$ cat src/rtl/mcu_spi_target.sv
// SPI mode-0 target for the MCU link: oversamples SCK/SS/MOSI, assembles bytes,
// routes each frame to the target named by its first byte, and returns that target's reply on MISO.
module mcu_spi_target #(
   parameter int                 DATA_W = 8,
   parameter logic [DATA_W-1:0]  SYS_ID = 8'd1,
   parameter logic [DATA_W-1:0]  HID_ID = 8'd2,
   parameter logic [DATA_W-1:0]  OSD_ID = 8'd3,
   parameter logic [DATA_W-1:0]  SDC_ID = 8'd4
) (
   input  logic              clk,
   input  logic              reset,
   input  logic              spi_ss_n,
   input  logic              spi_sck,
   input  logic              spi_mosi,
   output logic              spi_miso,
   output logic [DATA_W-1:0] data_out,
   output logic              data_start,
   output logic              sys_strobe,
   output logic              hid_strobe,
   output logic              osd_strobe,
   output logic              sdc_strobe,
   input  logic [DATA_W-1:0] sys_din,
   input  logic [DATA_W-1:0] hid_din,
   input  logic [DATA_W-1:0] osd_din,
   input  logic [DATA_W-1:0] sdc_din
);

   localparam int               CNT_W    = $clog2(DATA_W);
   localparam logic [CNT_W-1:0] LAST_BIT = CNT_W'(DATA_W - 1);

   typedef enum logic [2:0] {
      IDLE    = 3'd0,
      SELECT  = 3'd1,
      CMD     = 3'd2,
      DATA    = 3'd3,
      DISCARD = 3'd4
   } state_t;

   state_t state_q, state_d;

   logic ss_p0, ss_p1, ss_p2;
   logic sck_p0, sck_p1, sck_p2;
   logic mosi_p0, mosi_p1;

   logic [CNT_W-1:0]  bit_cnt;
   logic [DATA_W-1:0] rx;
   logic [DATA_W-1:0] rx_next;
   logic [DATA_W-1:0] tx;
   logic [DATA_W-1:0] din_sel;

   logic       sck_rise, sck_fall, ss_fall;
   logic       byte_done;
   logic       strobe_en, start_d;
   logic       id_hit;
   logic [1:0] id_idx;
   logic [1:0] sel_idx;
   logic       sel_ok;
   logic       done_p0, done_p1;
   logic [3:0] stb_q;
   logic       enter_select;

   // Stage p0/p1: two-flop synchronisers; p2 on sck/ss gives edge detection.
   // ss flops clear to 0 so a frame is only recognised after a fresh high-to-low on ss_n.
   always_ff @(posedge clk or posedge reset) begin
      if (reset) begin
         ss_p0   <= 1'b0;
         ss_p1   <= 1'b0;
         ss_p2   <= 1'b0;
         sck_p0  <= 1'b0;
         sck_p1  <= 1'b0;
         sck_p2  <= 1'b0;
         mosi_p0 <= 1'b0;
         mosi_p1 <= 1'b0;
      end else begin
         ss_p0   <= spi_ss_n;
         ss_p1   <= ss_p0;
         ss_p2   <= ss_p1;
         sck_p0  <= spi_sck;
         sck_p1  <= sck_p0;
         sck_p2  <= sck_p1;
         mosi_p0 <= spi_mosi;
         mosi_p1 <= mosi_p0;
      end
   end

   assign sck_rise = sck_p1 & ~sck_p2;
   assign sck_fall = ~sck_p1 & sck_p2;
   assign ss_fall  = ss_p2 & ~ss_p1;
   assign rx_next  = {rx[DATA_W-2:0], mosi_p1};
   assign byte_done = (state_q != IDLE) && !ss_p1 && sck_rise && (bit_cnt == LAST_BIT);

   always_comb begin
      id_hit = 1'b1;
      id_idx = 2'd0;
      if (rx_next == SYS_ID)      id_idx = 2'd0;
      else if (rx_next == HID_ID) id_idx = 2'd1;
      else if (rx_next == OSD_ID) id_idx = 2'd2;
      else if (rx_next == SDC_ID) id_idx = 2'd3;
      else                        id_hit = 1'b0;
   end

   always_comb begin
      din_sel = '0;
      if (sel_ok) begin
         case (sel_idx)
            2'd0: din_sel = sys_din;
            2'd1: din_sel = hid_din;
            2'd2: din_sel = osd_din;
            2'd3: din_sel = sdc_din;
            default: din_sel = '0;
         endcase
      end
   end

   always_ff @(posedge clk or posedge reset) begin
      if (reset) state_q <= IDLE;
      else       state_q <= state_d;
   end

   always_comb begin
      state_d   = state_q;
      strobe_en = 1'b0;
      start_d   = 1'b0;
      case (state_q)
         IDLE:    if (ss_fall) state_d = SELECT;
         SELECT:  if (byte_done) state_d = id_hit ? CMD : DISCARD;
         CMD: begin
            if (byte_done) begin
               state_d   = DATA;
               strobe_en = 1'b1;
               start_d   = 1'b1;
            end
         end
         DATA:    if (byte_done) strobe_en = 1'b1;
         DISCARD: state_d = DISCARD;
         default: state_d = IDLE;
      endcase
      if (ss_p1) begin
         state_d   = IDLE;
         strobe_en = 1'b0;
      end
   end

   assign enter_select = (state_q == IDLE) && (state_d == SELECT);

   // Stage: bit assembly, counted only while a frame is active.
   always_ff @(posedge clk or posedge reset) begin
      if (reset) begin
         bit_cnt <= '0;
         rx      <= '0;
      end else if (ss_p1 || state_q == IDLE) begin
         bit_cnt <= '0;
         rx      <= '0;
      end else if (sck_rise) begin
         rx      <= rx_next;
         bit_cnt <= bit_cnt + CNT_W'(1);
      end
   end

   // Stage: byte-complete routing; done_p0/done_p1 delay the reply load two cycles past the strobe.
   always_ff @(posedge clk or posedge reset) begin
      if (reset) begin
         stb_q      <= '0;
         data_out   <= '0;
         data_start <= 1'b0;
         sel_idx    <= 2'd0;
         sel_ok     <= 1'b0;
         done_p0    <= 1'b0;
         done_p1    <= 1'b0;
      end else begin
         done_p0 <= byte_done;
         done_p1 <= ss_p1 ? 1'b0 : done_p0;
         stb_q   <= strobe_en ? (4'b0001 << sel_idx) : 4'b0000;
         if (state_q == SELECT && byte_done) begin
            sel_idx <= id_idx;
            sel_ok  <= id_hit;
         end else if (state_q == IDLE) begin
            sel_ok  <= 1'b0;
         end
         if (strobe_en) begin
            data_out   <= rx_next;
            data_start <= start_d;
         end
      end
   end

   // Stage: MISO shifter; the fall after the last rise of a byte leaves the freshly loaded reply intact.
   always_ff @(posedge clk or posedge reset) begin
      if (reset) begin
         tx <= '0;
      end else if (ss_p1 || enter_select) begin
         tx <= '0;
      end else if (done_p1) begin
         tx <= din_sel;
      end else if (sck_fall && bit_cnt != '0) begin
         tx <= {tx[DATA_W-2:0], 1'b0};
      end
   end

   assign spi_miso   = tx[DATA_W-1];
   assign sys_strobe = stb_q[0];
   assign hid_strobe = stb_q[1];
   assign osd_strobe = stb_q[2];
   assign sdc_strobe = stb_q[3];

endmodule

$ cat config.mk
export PLATFORM = sky130hd
export DESIGN_NAME = mcu_spi_target
export DESIGN_NICKNAME = d
export VERILOG_FILES = /design/src/rtl/mcu_spi_target.sv
export SDC_FILE = /design/constraint.sdc
export NUM_CORES = 1
export LEC_CHECK = 0
export ABC_CLOCK_PERIOD_IN_PS = 5700
export BUFFER_PORTS_ARGS = -buffer_cell sky130_fd_sc_hd__buf_2
export CORE_UTILIZATION = 45
export DETAILED_ROUTE_END_ITERATION = 16
export GPL_TIMING_DRIVEN = 0
export HOLD_SLACK_MARGIN = 0.1
export PLACE_DENSITY = 0.69
export SYNTH_ARGS = -nofsm -noshare
export SYNTH_HDL_FRONTEND = slang
export SYNTH_SLANG_ARGS = --single-unit
$ cat constraint.sdc
create_clock -name clk -period 5.7 [get_ports clk]
set_input_delay 0.285 -clock clk [delete_from_list [all_inputs] [get_ports clk]]
set_output_delay 0.285 -clock clk [all_outputs]
set_load 0.005 [all_outputs]
==> results by group, run 1 <==
Status
  • Result of the run: completed

Power and ir drop
  • Total power per unit cell area: between 200 and 250 nW/um^2
  • Worst vdd rail ir drop: between 0.09 and 0.1 mV
  • Leak Pwr: 1.261 nW

Routing
  • Router iterations before antenna repair: 4
  • # DRC: 0
  • Vias per cell: around 5.4
  • Total wirelength of the detailed-routed design: 4309 um
  • Via count: around 1,600
  • Detail-routed net length per standard cell: roughly 14 um
  • Remaining antenna violation count after routing: 0
  • 1st-iter DRT viols: 72

Clock network
  • Max Root-Sink Buffers: 2
  • Sinks on Clock Net: 47
  • Number of buffers added by the clock tree synthesis step: 5
  • Latest clock arrival within the worst-skew pair: 0.29 ns
  • Number of instances resized during post-cts repair: 0
  • CTS tree: yes
  • Clock transition at the register clock pins on the worst setup and hold paths after CTS: 0.08 ns
  • CTS H-tree lvls: 2
  • Buffer cell driving the clock tree root: sky130_fd_sc_hd__clkbuf_8

Timing
  • Final clock skew: roughly 0.006 ns
  • Unrepaired setup endpoints after global routing: no
  • Final number of max-transition violations: 0
  • Endpoints failing hold: 0
  • Worst slew pin tran: approximately 1 ns
  • Post-route setup slack: 3.540 ns
  • Top achievable clock speed: around 0.46 GHz
  • Remaining max-slew budget at the tightest pin: 31.77%
  • Setup TNS after final layout: 0 ns
  • Post-route minimum period: approximately 2.2 ns
  • Part of the cycle the worst path needs: approximately 38%
  • Count of endpoints failing setup in the final report: 0

Logic synthesis
  • EDFF count, synth: 0
  • Avg Cell Area, Syn: between 10 and 15 um^2
  • Post-synth design cell area: about 2200 um^2
  • Number of nets in the synthesized netlist: roughly 220
  • Post-synth cell types: around 40
  • Number of instances in the synthesized netlist: between 150 and 200
  • Most used flip-flop cell after synthesis: sky130_fd_sc_hd__dfrtp_1
  • Number of warnings issued by yosys: 0
  • Asr flop ratio synth: 100.0%
  • Flip-flop and latch count after synthesis: 47
  • Sequential cell area fraction in the yosys report: 53.68%

Floorplanning
  • Die outline height: just over 70 um
  • Die X-Extent: 71.78 um
  • I/O pin count: 51
  • Die Outline Area: between 5000 and 6000 um^2
  • Initial core utilization: 46.69%
  • Core outline area: about 4700 um^2
  • Std-Cell Rows: 25

Critical path
  • Critical setup path kind: flop to flop
  • Arr. time, crit path: ~2.3 ns
  • Register-to-register path setup slack: around 3.5 ns
  • Critical Path Sink Type: flop
  • Req. time, crit path: between 5 and 6 ns
  • Type of element launching the critical path: flop
  • Worst-path maximum fanout: 10

Placed design
  • Setup Slack @ Placement: between 3 and 4 ns
  • HPWL reported at the end of detailed placement: between 3000 and 4000 um
  • Input/output buffers: 50
  • Routability cong.: ~0.73

Global routing
  • Vias in the first global route: ~1,500
  • Number of antenna violations at the first check in global routing: 0
  • Global-route wire length before repair: roughly 7300 um
  • Gr ovfl total: 0
  • Largest net degree at the start of global routing: 38
  • GRT Util Overall: about 19%

Layout
  • Antenna fix cells: 0
  • Area Overhead vs Synth: 20.96%
  • Post-layout net count: between 200 and 300
  • Share of final-layout standard cells stronger than drive strength 1: between 30% and 40%

Worst hold path
  • Path class of the lowest-slack min-delay path: flop to flop

Job
  • Max_cap viols: 0
flip-flops by register name (all words and copies together) (netlist names):
name        count
bit_cnt         3
ss_p0           1
stb_q           4
ss_p1           1
ss_p2           1
rx              7
data_out        8
sel_idx         2
sck_p0          1
state_q         3
done_p0         1
mosi_p1         1
sck_p2          1
done_p1         1
tx              8
data_start      1
mosi_p0         1
sck_p1          1
sel_ok          1
cells in the final DEF, fill, tap and decap left out, drive strengths merged, types with 2 or more instances in the layout:
master	n
dfrtp	47
mux2i	17
o221a	7
clkbuf	12
o22ai	8
dlygate4sd3	4
a21oi	2
a211oi	2
ha	3
o21ai	5
buf	57
a22o	9
nor2	3
nor3	7
inv	16
a31oi	7
nor2b	5
nand3b	2
mux2	10
through the flow:
step | utilization, % | std cells | hold WS (ns) | total power [mW] | area (um^2)
2_1_floorplan | - | 181 | 0.3164 | 0.3656 | 2191
3_3_place_gp | 53.47 | 285 | 0.3335 | 0.3832 | 2509
3_5_place_dp | 53.89 | 286 | 0.2306 | 0.3856 | 2529
4_1_cts | 56.48 | 298 | 0.3553 | 0.5790 | 2650
5_1_grt | 56.48 | 298 | 0.3566 | 0.5957 | 2650
6_report | 56.48 | 298 | 0.3506 | 0.5723 | 2650
final timing paths:
kind | start | endpoint | depth (start not counted)
worst max-delay path | ss_p1$_DFF_PP0_ | data_out[5]$_DFFE_PP0P_ | 7
worst min-delay path | ss_p0$_DFF_PP0_ | ss_p1$_DFF_PP0_ | 0
worst max register to register | ss_p1$_DFF_PP0_ | data_out[5]$_DFFE_PP0P_ | 7
worst min register to register | ss_p0$_DFF_PP0_ | ss_p1$_DFF_PP0_ | 0
max in group asynchronous | reset | rx[4]$_DFFE_PP0P_ | 4
min in group asynchronous | reset | stb_q[3]$_DFF_PP0_ | 3
Yosys cell counts, types with 2 or more instances:
cell type | number | area share, %
sky130_fd_sc_hd__nor2b_1 | 5 | 1.4
sky130_fd_sc_hd__nor2_1 | 3 | 0.51
sky130_fd_sc_hd__a22o_1 | 9 | 3.6
sky130_fd_sc_hd__clkbuf_1 | 5 | 0.86
sky130_fd_sc_hd__buf_6 | 3 | 1.5
sky130_fd_sc_hd__o221a_2 | 7 | 3.6
sky130_fd_sc_hd__buf_1 | 2 | 0.34
sky130_fd_sc_hd__o22ai_1 | 8 | 2.3
sky130_fd_sc_hd__mux2_2 | 5 | 2.6
sky130_fd_sc_hd__ha_1 | 3 | 1.7
sky130_fd_sc_hd__a31oi_1 | 7 | 2.0
sky130_fd_sc_hd__nor3_1 | 7 | 1.6
sky130_fd_sc_hd__dfrtp_1 | 47 | 54
sky130_fd_sc_hd__a21oi_1 | 2 | 0.46
sky130_fd_sc_hd__mux2_4 | 5 | 3.4
sky130_fd_sc_hd__mux2i_1 | 17 | 7.8
sky130_fd_sc_hd__a211oi_1 | 2 | 0.69
sky130_fd_sc_hd__o21ai_0 | 5 | 1.1
sky130_fd_sc_hd__inv_1 | 16 | 2.7
sky130_fd_sc_hd__nand3b_1 | 2 | 0.69
final cells by class:
| class | instances | area, um^2 |
|---|---|---|
| repair buffers | 55 | 310.3 |
| inverters | 16 | 60.06 |
| well taps | 54 | 67.56 |
| clock buffers | 7 | 76.32 |
| multi-input cells | 107 | 889.6 |
| flip-flops and latches | 47 | 1176 |
| fillers | 389 | 2042 |
| plain buffers | 11 | 65.06 |
| clock inverters | 1 | 5.005 |
power by group:
group	internal, mW	leakage, nW	switching (mW)
combinational	0.0194	0.582	0.0206
sequential	0.337	0.637	0.00350
clock	0.0862	0.0422	0.106
total	0.443	1.26	0.130
timing repair:
item,CTS,global route
endpoints found under the hold margin,13,0
buffers inserted,0,0
hold buffers,4,0
routing by layer:
layer	global-route usage, %	wire [um]	up-vias
met3	4.641	232	6
met4	5.229	45	0
met1	25.99	2182	772
li1	-	-	794
met5	0	0	-
met2	28.72	1848	52
critical path, stage by stage, from the launching register on:
cell and delay (ns):
sky130_fd_sc_hd__dfrtp_1 0.39, sky130_fd_sc_hd__buf_6 0.13, sky130_fd_sc_hd__or3b_1 0.35, sky130_fd_sc_hd__buf_2 0.17
sky130_fd_sc_hd__or4_4 0.42, sky130_fd_sc_hd__buf_6 0.14, sky130_fd_sc_hd__buf_6 0.14, sky130_fd_sc_hd__mux2_4 0.29
kinds of logic (layout without fill, tap and decap cells):
| kind of cell | count (synthesis) | in the layout | synth area share (%) |
|---|---|---|---|
| AO/OA/AOI/OAI | 47 | 47 | 16.39 |
| XOR/XNOR | 1 | 1 | 0.3998 |
| adder cells (fa/ha/maj) | 3 | 3 | 1.713 |
| buffers and inverters | 27 | 90 | 5.711 |
| flip-flops | 47 | 47 | 53.68 |
| multiplexers | 27 | 27 | 13.76 |
| AND/OR/NAND/NOR | 29 | 29 | 8.338 |
(Power assumes the default switching activity.)
==> inputs of run 2 (changes only) <==
--- a/config.mk
+++ b/config.mk
@@ -5,13 +5,13 @@
 export SDC_FILE = /design/constraint.sdc
 export NUM_CORES = 1
 export LEC_CHECK = 0
-export ABC_CLOCK_PERIOD_IN_PS = 5700
+export ABC_CLOCK_PERIOD_IN_PS = 1970
 export BUFFER_PORTS_ARGS = -buffer_cell sky130_fd_sc_hd__buf_2
 export CORE_UTILIZATION = 45
 export DETAILED_ROUTE_END_ITERATION = 16
 export GPL_TIMING_DRIVEN = 0
 export HOLD_SLACK_MARGIN = 0.1
-export PLACE_DENSITY = 0.69
+export PLACE_DENSITY = 0.71
 export SYNTH_ARGS = -nofsm -noshare
 export SYNTH_HDL_FRONTEND = slang
 export SYNTH_SLANG_ARGS = --single-unit
==> constraint.sdc (replaced) <==
create_clock -name clk -period 1.97 [get_ports clk]
set_input_delay 0.0985 -clock clk [delete_from_list [all_inputs] [get_ports clk]]
set_output_delay 0.0985 -clock clk [all_outputs]
set_load 0.005 [all_outputs]
==> run 2 against run 1 <==
Fmax rose by 13%. Final area rose by 4.5%. Cell count rose by 1.0%. Count of clock-buffer cells in the layout fell by 1.
==> results by group, run 2 (synthesized netlist as in run 1, its figures left out) <==
Critical path
  • Req. time, crit path: 2.16 ns
  • Chain of cells forming the critical path: ha_2 > ha_4 > or4bb_4 > or2_4 > a2111oi_4
  • Worst path max stage delay: 0.46 ns
  • Critical Path Sink Type: flop
  • Worst-path maximum fanout: 5
  • Master of the slowest instance on the critical path: sky130_fd_sc_hd__or4bb_4
  • Critical setup path kind: flop to flop
  • Arr. time, crit path: 2.09 ns
  • Type of element launching the critical path: flop

Global routing
  • Largest net degree at the start of global routing: 29
  • GRT Util Overall: 19.33%
  • Global-route wire length before repair: roughly 7600 um
  • Number of antenna violations at the first check in global routing: 0
  • Gr ovfl total: 0
  • Vias in the first global route: 1,642

Timing
  • Final clock skew: 0.007604 ns
  • Post-route minimum period: ~1.9 ns
  • Final number of max-transition violations: 0
  • Count of endpoints failing setup in the final report: 0
  • Worst slew pin tran: between 0.6 and 0.7 ns
  • Post-route setup slack: about 0.066 ns
  • Endpoints failing hold: 0
  • Part of the cycle the worst path needs: between 90% and 100%
  • Top achievable clock speed: 0.5253 GHz
  • Setup TNS after final layout: 0 ns
  • Remaining max-slew budget at the tightest pin: between 50 and 60%

Worst hold path
  • Path class of the lowest-slack min-delay path: primary input to flop

Layout
  • Sequential cell area: 1176 um^2
  • Antenna fix cells: 0
  • Largest registers: data_out: 8 flops, tx: 8 flops, rx: 7 flops
  • Post-layout net count: roughly 290
  • Share of final-layout standard cells stronger than drive strength 1: roughly two fifths
  • Post-route core utilization: between 50 and 60%
  • Area of the multi-input gates: about 950 um^2
  • Final std cell area, no fill: ~2800 um^2
  • Fill cell total of the finished layout: 389
  • Commonest cells after routing, fill and taps aside: sky130_fd_sc_hd__buf_2 (50), sky130_fd_sc_hd__dfrtp_1 (47), sky130_fd_sc_hd__mux2i_1 (17)
  • Area Overhead vs Synth: 26.39%
  • Most common cell after layout, fill and taps aside: sky130_fd_sc_hd__buf_2

Placed design
  • Routability cong.: slightly above 0.8
  • HPWL reported at the end of detailed placement: between 3000 and 4000 um
  • Setup Slack @ Placement: -0.2303 ns
  • Input/output buffers: 50
  • DP Area: around 2500 um^2

Routing
  • Router iterations before antenna repair: 4
  • 1st-iter DRT viols: between 100 and 150
  • Vias per cell: around 5.6
  • # DRC: 0
  • Via count: ~1,700
  • Detail-routed net length per standard cell: between 15 and 20 um
  • Total wirelength of the detailed-routed design: around 4600 um
  • Remaining antenna violation count after routing: 0

Clock network
  • CTS H-tree lvls: 2
  • Number of buffers added by the clock tree synthesis step: 5
  • Clock transition at the register clock pins on the worst setup and hold paths after CTS: approximately 0.08 ns
  • CTS tree: yes
  • Buffer cell driving the clock tree root: sky130_fd_sc_hd__clkbuf_8
  • Latest clock arrival within the worst-skew pair: ~0.30 ns
  • Max Root-Sink Buffers: 2
  • Sinks on Clock Net: 47

Floorplanning
  • Die Outline Area: 5152 um^2
  • Initial core utilization: between 40% and 50%
  • Die outline height: ~70 um
  • I/O pin count: between 50 and 60
  • Core outline area: approximately 4700 um^2
  • Std-Cell Rows: 25
  • Die X-Extent: ~72 um

Status
  • Result of the run: completed

Job
  • Max_cap viols: 0

Power and ir drop
  • Total power per unit cell area: approximately 660 nW/um^2
  • Worst vdd rail ir drop: 0.5367 mV
  • Leak Pwr: 1.301 nW
  • Total Power: 1.837 mW
run 2: power by group:
part	leakage (nW)	internal [mW]	total, mW	switching (mW)
clock	0.0612	0.411	0.728	0.317
sequential	0.637	0.975	0.985	0.00985
combinational	0.603	0.0599	0.124	0.0639
total	1.30	1.45	1.84	0.391
run 2: final cells by class:
cell class	count	share of cell area, %
Sequential cell	47	42.48
Multi-Input combinational cell	107	34.21
Timing Repair Buffer	60	12.56
Clock buffer	6	2.982
Tap cell	54	2.440
Inverter	16	2.169
Buffer	9	1.898
Clock inverter	2	1.265
run 2: worst max-delay path, delay by kind of cell (launching register included):
family                     cells  cell delay [ns]
DFF                            1             0.38
adders and majority gates      2             0.35
and+or+nand+nor                2             0.76
AOI/OAI and AO/OA              1             0.31
run 2: what timing repair did:
item	4_1_cts	5_1_grt
endpoints found under the setup margin	14	21
resized for setup	5	7
endpoints found under the hold margin	22	0
hold buffers	4	0
pin swaps	2	3
setup buffers	4	1
run 2: per-stage QoR:
stage | cells | hold WS, ns
floorplan | 181 | 0.1299
global placement | 285 | 0.2074
detailed placement | 286 | 0.1256
CTS | 300 | 0.2202
global route | 301 | 0.2238
finish | 301 | 0.2223
run 2: metal layers:
layer  part of all wire (%)  global-route usage, %  wire (um)
met1                     47                  25.07       2168
met2                     46                  31.13       2102
met3                    5.7                  5.204        263
met5                      0                      0          0
met4                    1.5                  7.407         71
run 2: path summary, 6_finish.rpt:
| path | start | end | slack [ns] | depth (start not counted) |
|---|---|---|---|---|
| worst max-delay path | bit_cnt[0]$_DFFE_PP0P_ | state_q[1]$_DFF_PP0_ | 0.07 | 5 |
| worst min-delay path | osd_din[0] | tx[0]$_DFFE_PP0P_ | 0.22 | 4 |
| worst max register to register | bit_cnt[0]$_DFFE_PP0P_ | state_q[1]$_DFF_PP0_ | 0.07 | 5 |
| worst min register to register | sck_p0$_DFF_PP0_ | sck_p1$_DFF_PP0_ | 0.35 | 0 |
| max in group asynchronous | reset | sck_p1$_DFF_PP0_ | 1.15 | 4 |
| min in group asynchronous | reset | data_start$_DFFE_PP0P_ | 0.33 | 3 |
==> inputs of run 3 (changes only) <==
--- a/config.mk
+++ b/config.mk
@@ -11,7 +11,7 @@
 export DETAILED_ROUTE_END_ITERATION = 16
 export GPL_TIMING_DRIVEN = 0
 export HOLD_SLACK_MARGIN = 0.1
-export PLACE_DENSITY = 0.71
+export PLACE_DENSITY = 0.72
 export SYNTH_ARGS = -nofsm -noshare
 export SYNTH_HDL_FRONTEND = slang
 export SYNTH_SLANG_ARGS = --single-unit
==> run 3 against run 2 <==
Sequential power about the same. Fmax shrank 2.1%. Wire length fell by 4.0%. Die area is the same. Clock skew rose by 0.00068 ns. First-iteration DRC count shrank 22%. Non-clock buffer count up 5. Critical path type unchanged. Highest routed layer unchanged.
==> results by group, run 3 (synthesized netlist as in run 1, its figures left out) <==
Clock network
  • CTS tree: yes
  • Number of buffers added by the clock tree synthesis step: 5
  • CTS H-tree lvls: 2
  • Max Root-Sink Buffers: 2
  • Latest clock arrival within the worst-skew pair: 0.30 ns
  • Buffer cell driving the clock tree root: sky130_fd_sc_hd__clkbuf_8
  • Sinks on Clock Net: 47
  • Clock transition at the register clock pins on the worst setup and hold paths after CTS: approximately 0.080 ns

Power and ir drop
  • Fraction of power spent switching nets: roughly a fifth
  • Part of the power in registers: just over 50%
  • Worst vdd rail ir drop: 0.4034 mV
  • Leak Pwr: 1.336 nW
  • Comb pwr share: about 6.7%
  • Clk network pwr share: about 42%
  • Total power per unit cell area: between 600 and 700 nW/um^2
  • Sw power: 0.3821 mW
  • Internal portion of total power: 1.547 mW

Floorplanning
  • Core outline area: about 4700 um^2
  • Die outline height: 71.78 um
  • Die X-Extent: 71.78 um
  • I/O pin count: 51
  • Initial core utilization: 46.69%
  • Die Outline Area: 5152 um^2
  • Std-Cell Rows: 25

Placed design
  • Routability cong.: a little under 0.8
  • Setup Slack @ Placement: -0.1769 ns
  • HPWL reported at the end of detailed placement: ~3000 um
  • Input/output buffers: 50

Layout
  • Antenna fix cells: 0
  • Post-layout net count: between 200 and 300
  • Area Overhead vs Synth: 28.27%
  • Most common cell after layout, fill and taps aside: sky130_fd_sc_hd__buf_2
  • Largest registers: data_out: 8 flops, tx: 8 flops, rx: 7 flops
  • Share of final-layout standard cells stronger than drive strength 1: about two fifths
  • Commonest cells after routing, fill and taps aside: sky130_fd_sc_hd__buf_2 (50), sky130_fd_sc_hd__dfrtp_1 (46), sky130_fd_sc_hd__mux2i_1 (17)

Global routing
  • Number of antenna violations at the first check in global routing: 0
  • Gr ovfl total: 0
  • GRT Util Overall: approximately 18%
  • GR peak layer: met2
  • Vias in the first global route: ~1,600
  • Largest net degree at the start of global routing: 25
  • Grt met2 use: 28.51%
  • Met3 Use GR: 5.063%
  • Met1 usage in global routing: between 20% and 30%
  • Global-route wire length before repair: 7162 um

Job
  • Max_cap viols: 0

Critical path
  • Critical setup path kind: flop to flop
  • Depth of the worst register-to-register path: 5
  • Worst reg2reg path startpoint: bit_cnt[0]$_DFFE_PP0P_
  • Reg2Reg Capture Point: state_q[1]$_DFF_PP0_
  • Worst-path maximum fanout: 5
  • Register-to-register path setup slack: about 0.026 ns
  • Type of element launching the critical path: flop
  • Critical Path Sink Type: flop
  • Arr. time, crit path: 2.13 ns
  • Req. time, crit path: between 2 and 2.5 ns

Timing
  • Endpoints failing hold: 0
  • Count of endpoints failing setup in the final report: 0
  • Setup TNS after final layout: 0 ns
  • Post-route minimum period: approximately 2 ns
  • Final number of max-transition violations: 0
  • Part of the cycle the worst path needs: between 90% and 100%
  • Final clock skew: between 0.008 and 0.009 ns
  • Top achievable clock speed: between 0.5 and 0.6 GHz
  • Post-route setup slack: between 0.02 and 0.03 ns
  • Remaining max-slew budget at the tightest pin: a little over half
  • Worst slew pin tran: around 0.69 ns

Status
  • Result of the run: completed

Routing
  • Remaining antenna violation count after routing: 0
  • 1st-iter DRT viols: 91
  • # DRC: 0
  • Vias per cell: between 5 and 6
  • Total wirelength of the detailed-routed design: 4420 um
  • Router iterations before antenna repair: 4
  • Detail-routed net length per standard cell: roughly 14 um
  • Via count: ~1,700

Worst hold path
  • Hold path start: sys_din[0]
  • Hold Path Sink: tx[0]$_DFFE_PP0P_
  • Path class of the lowest-slack min-delay path: primary input to flop
  • Cell count of the worst hold path: 4
==> run 3: per-layer routing <==
layer  wire length [um]  up-vias  share of wire (%)
met1               2040      788                 46
met3                225        8                5.1
met2               2099       53                 47
li1                   -      809                  -
met4                 55        0                1.2
met5                  0        -                  0
==> run 3: timing repair <==
action / CTS / global route
hold endpoints to repair: 26 / 0
pin swaps: 2 / 2
cloned: 0 / 0
gates resized for setup: 6 / 5
buffers inserted: 8 / 2
endpoints found under the setup margin: 11 / 24
hold buffers: 4 / 0
==> run 3: layout make-up <==
type / instances / area [um^2]
Buffer: 9 / 52.55
Clock buffer: 6 / 72.57
Clock inverter: 2 / 60.06
Fill cell: 382 / 1882
Inverter: 16 / 60.06
Multi-Input combinational cell: 107 / 927.1
Sequential cell: 47 / 1177
Tap cell: 54 / 67.56
Timing Repair Buffer: 65 / 392.9
==> run 3: stage by stage <==
stage                     utilization (%)  std cells  power (mW)  hold WS (ns)  cell area (um^2)
final                               59.89        306       1.929        0.2288              2810
after global routing                59.89        306       2.010        0.2658              2810
after detailed placement            54.13        286       1.116        0.1775              2540
after global placement              53.55        285       1.108        0.2088              2512
after CTS                           58.96        304       1.938        0.2182              2766
after floorplan                         -        181       1.058        0.1299              2195
==> run 3: how the worst max path moves through the flow <==
stage,start,endpoint,slack (ns)
CTS,ss_p1$_DFF_PP0_,data_out[7]$_DFFE_PP0P_,-0.02
floorplan,ss_p1$_DFF_PP0_,data_out[0]$_DFFE_PP0P_,-0.1
finish,bit_cnt[0]$_DFFE_PP0P_,state_q[1]$_DFF_PP0_,0.03
global placement,ss_p1$_DFF_PP0_,data_out[7]$_DFFE_PP0P_,-0.17
global route,bit_cnt[0]$_DFFE_PP0P_,state_q[1]$_DFF_PP0_,-0.06
detailed placement,ss_p1$_DFF_PP0_,data_out[7]$_DFFE_PP0P_,-0.18
==> run 3: power groups by stage <==
| stage | logic [mW] | registers, mW | clock network (mW) |
|---|---|---|---|
| floorplan | 0.0568 | 1.00 | 0 |
| global placement | 0.104 | 1.00 | 0 |
| detailed placement | 0.112 | 1.00 | 0 |
| CTS | 0.127 | 0.984 | 0.827 |
| global route | 0.146 | 0.986 | 0.878 |
| finish | 0.130 | 0.984 | 0.815 |
==> run 3: critical path, cell delays in order (launching register included) <==
cell	delay, ns
sky130_fd_sc_hd__dfrtp_1	0.37
sky130_fd_sc_hd__ha_1	0.16
sky130_fd_sc_hd__ha_1	0.19
sky130_fd_sc_hd__or4bb_4	0.48
sky130_fd_sc_hd__or2_4	0.28
sky130_fd_sc_hd__a2111oi_4	0.36
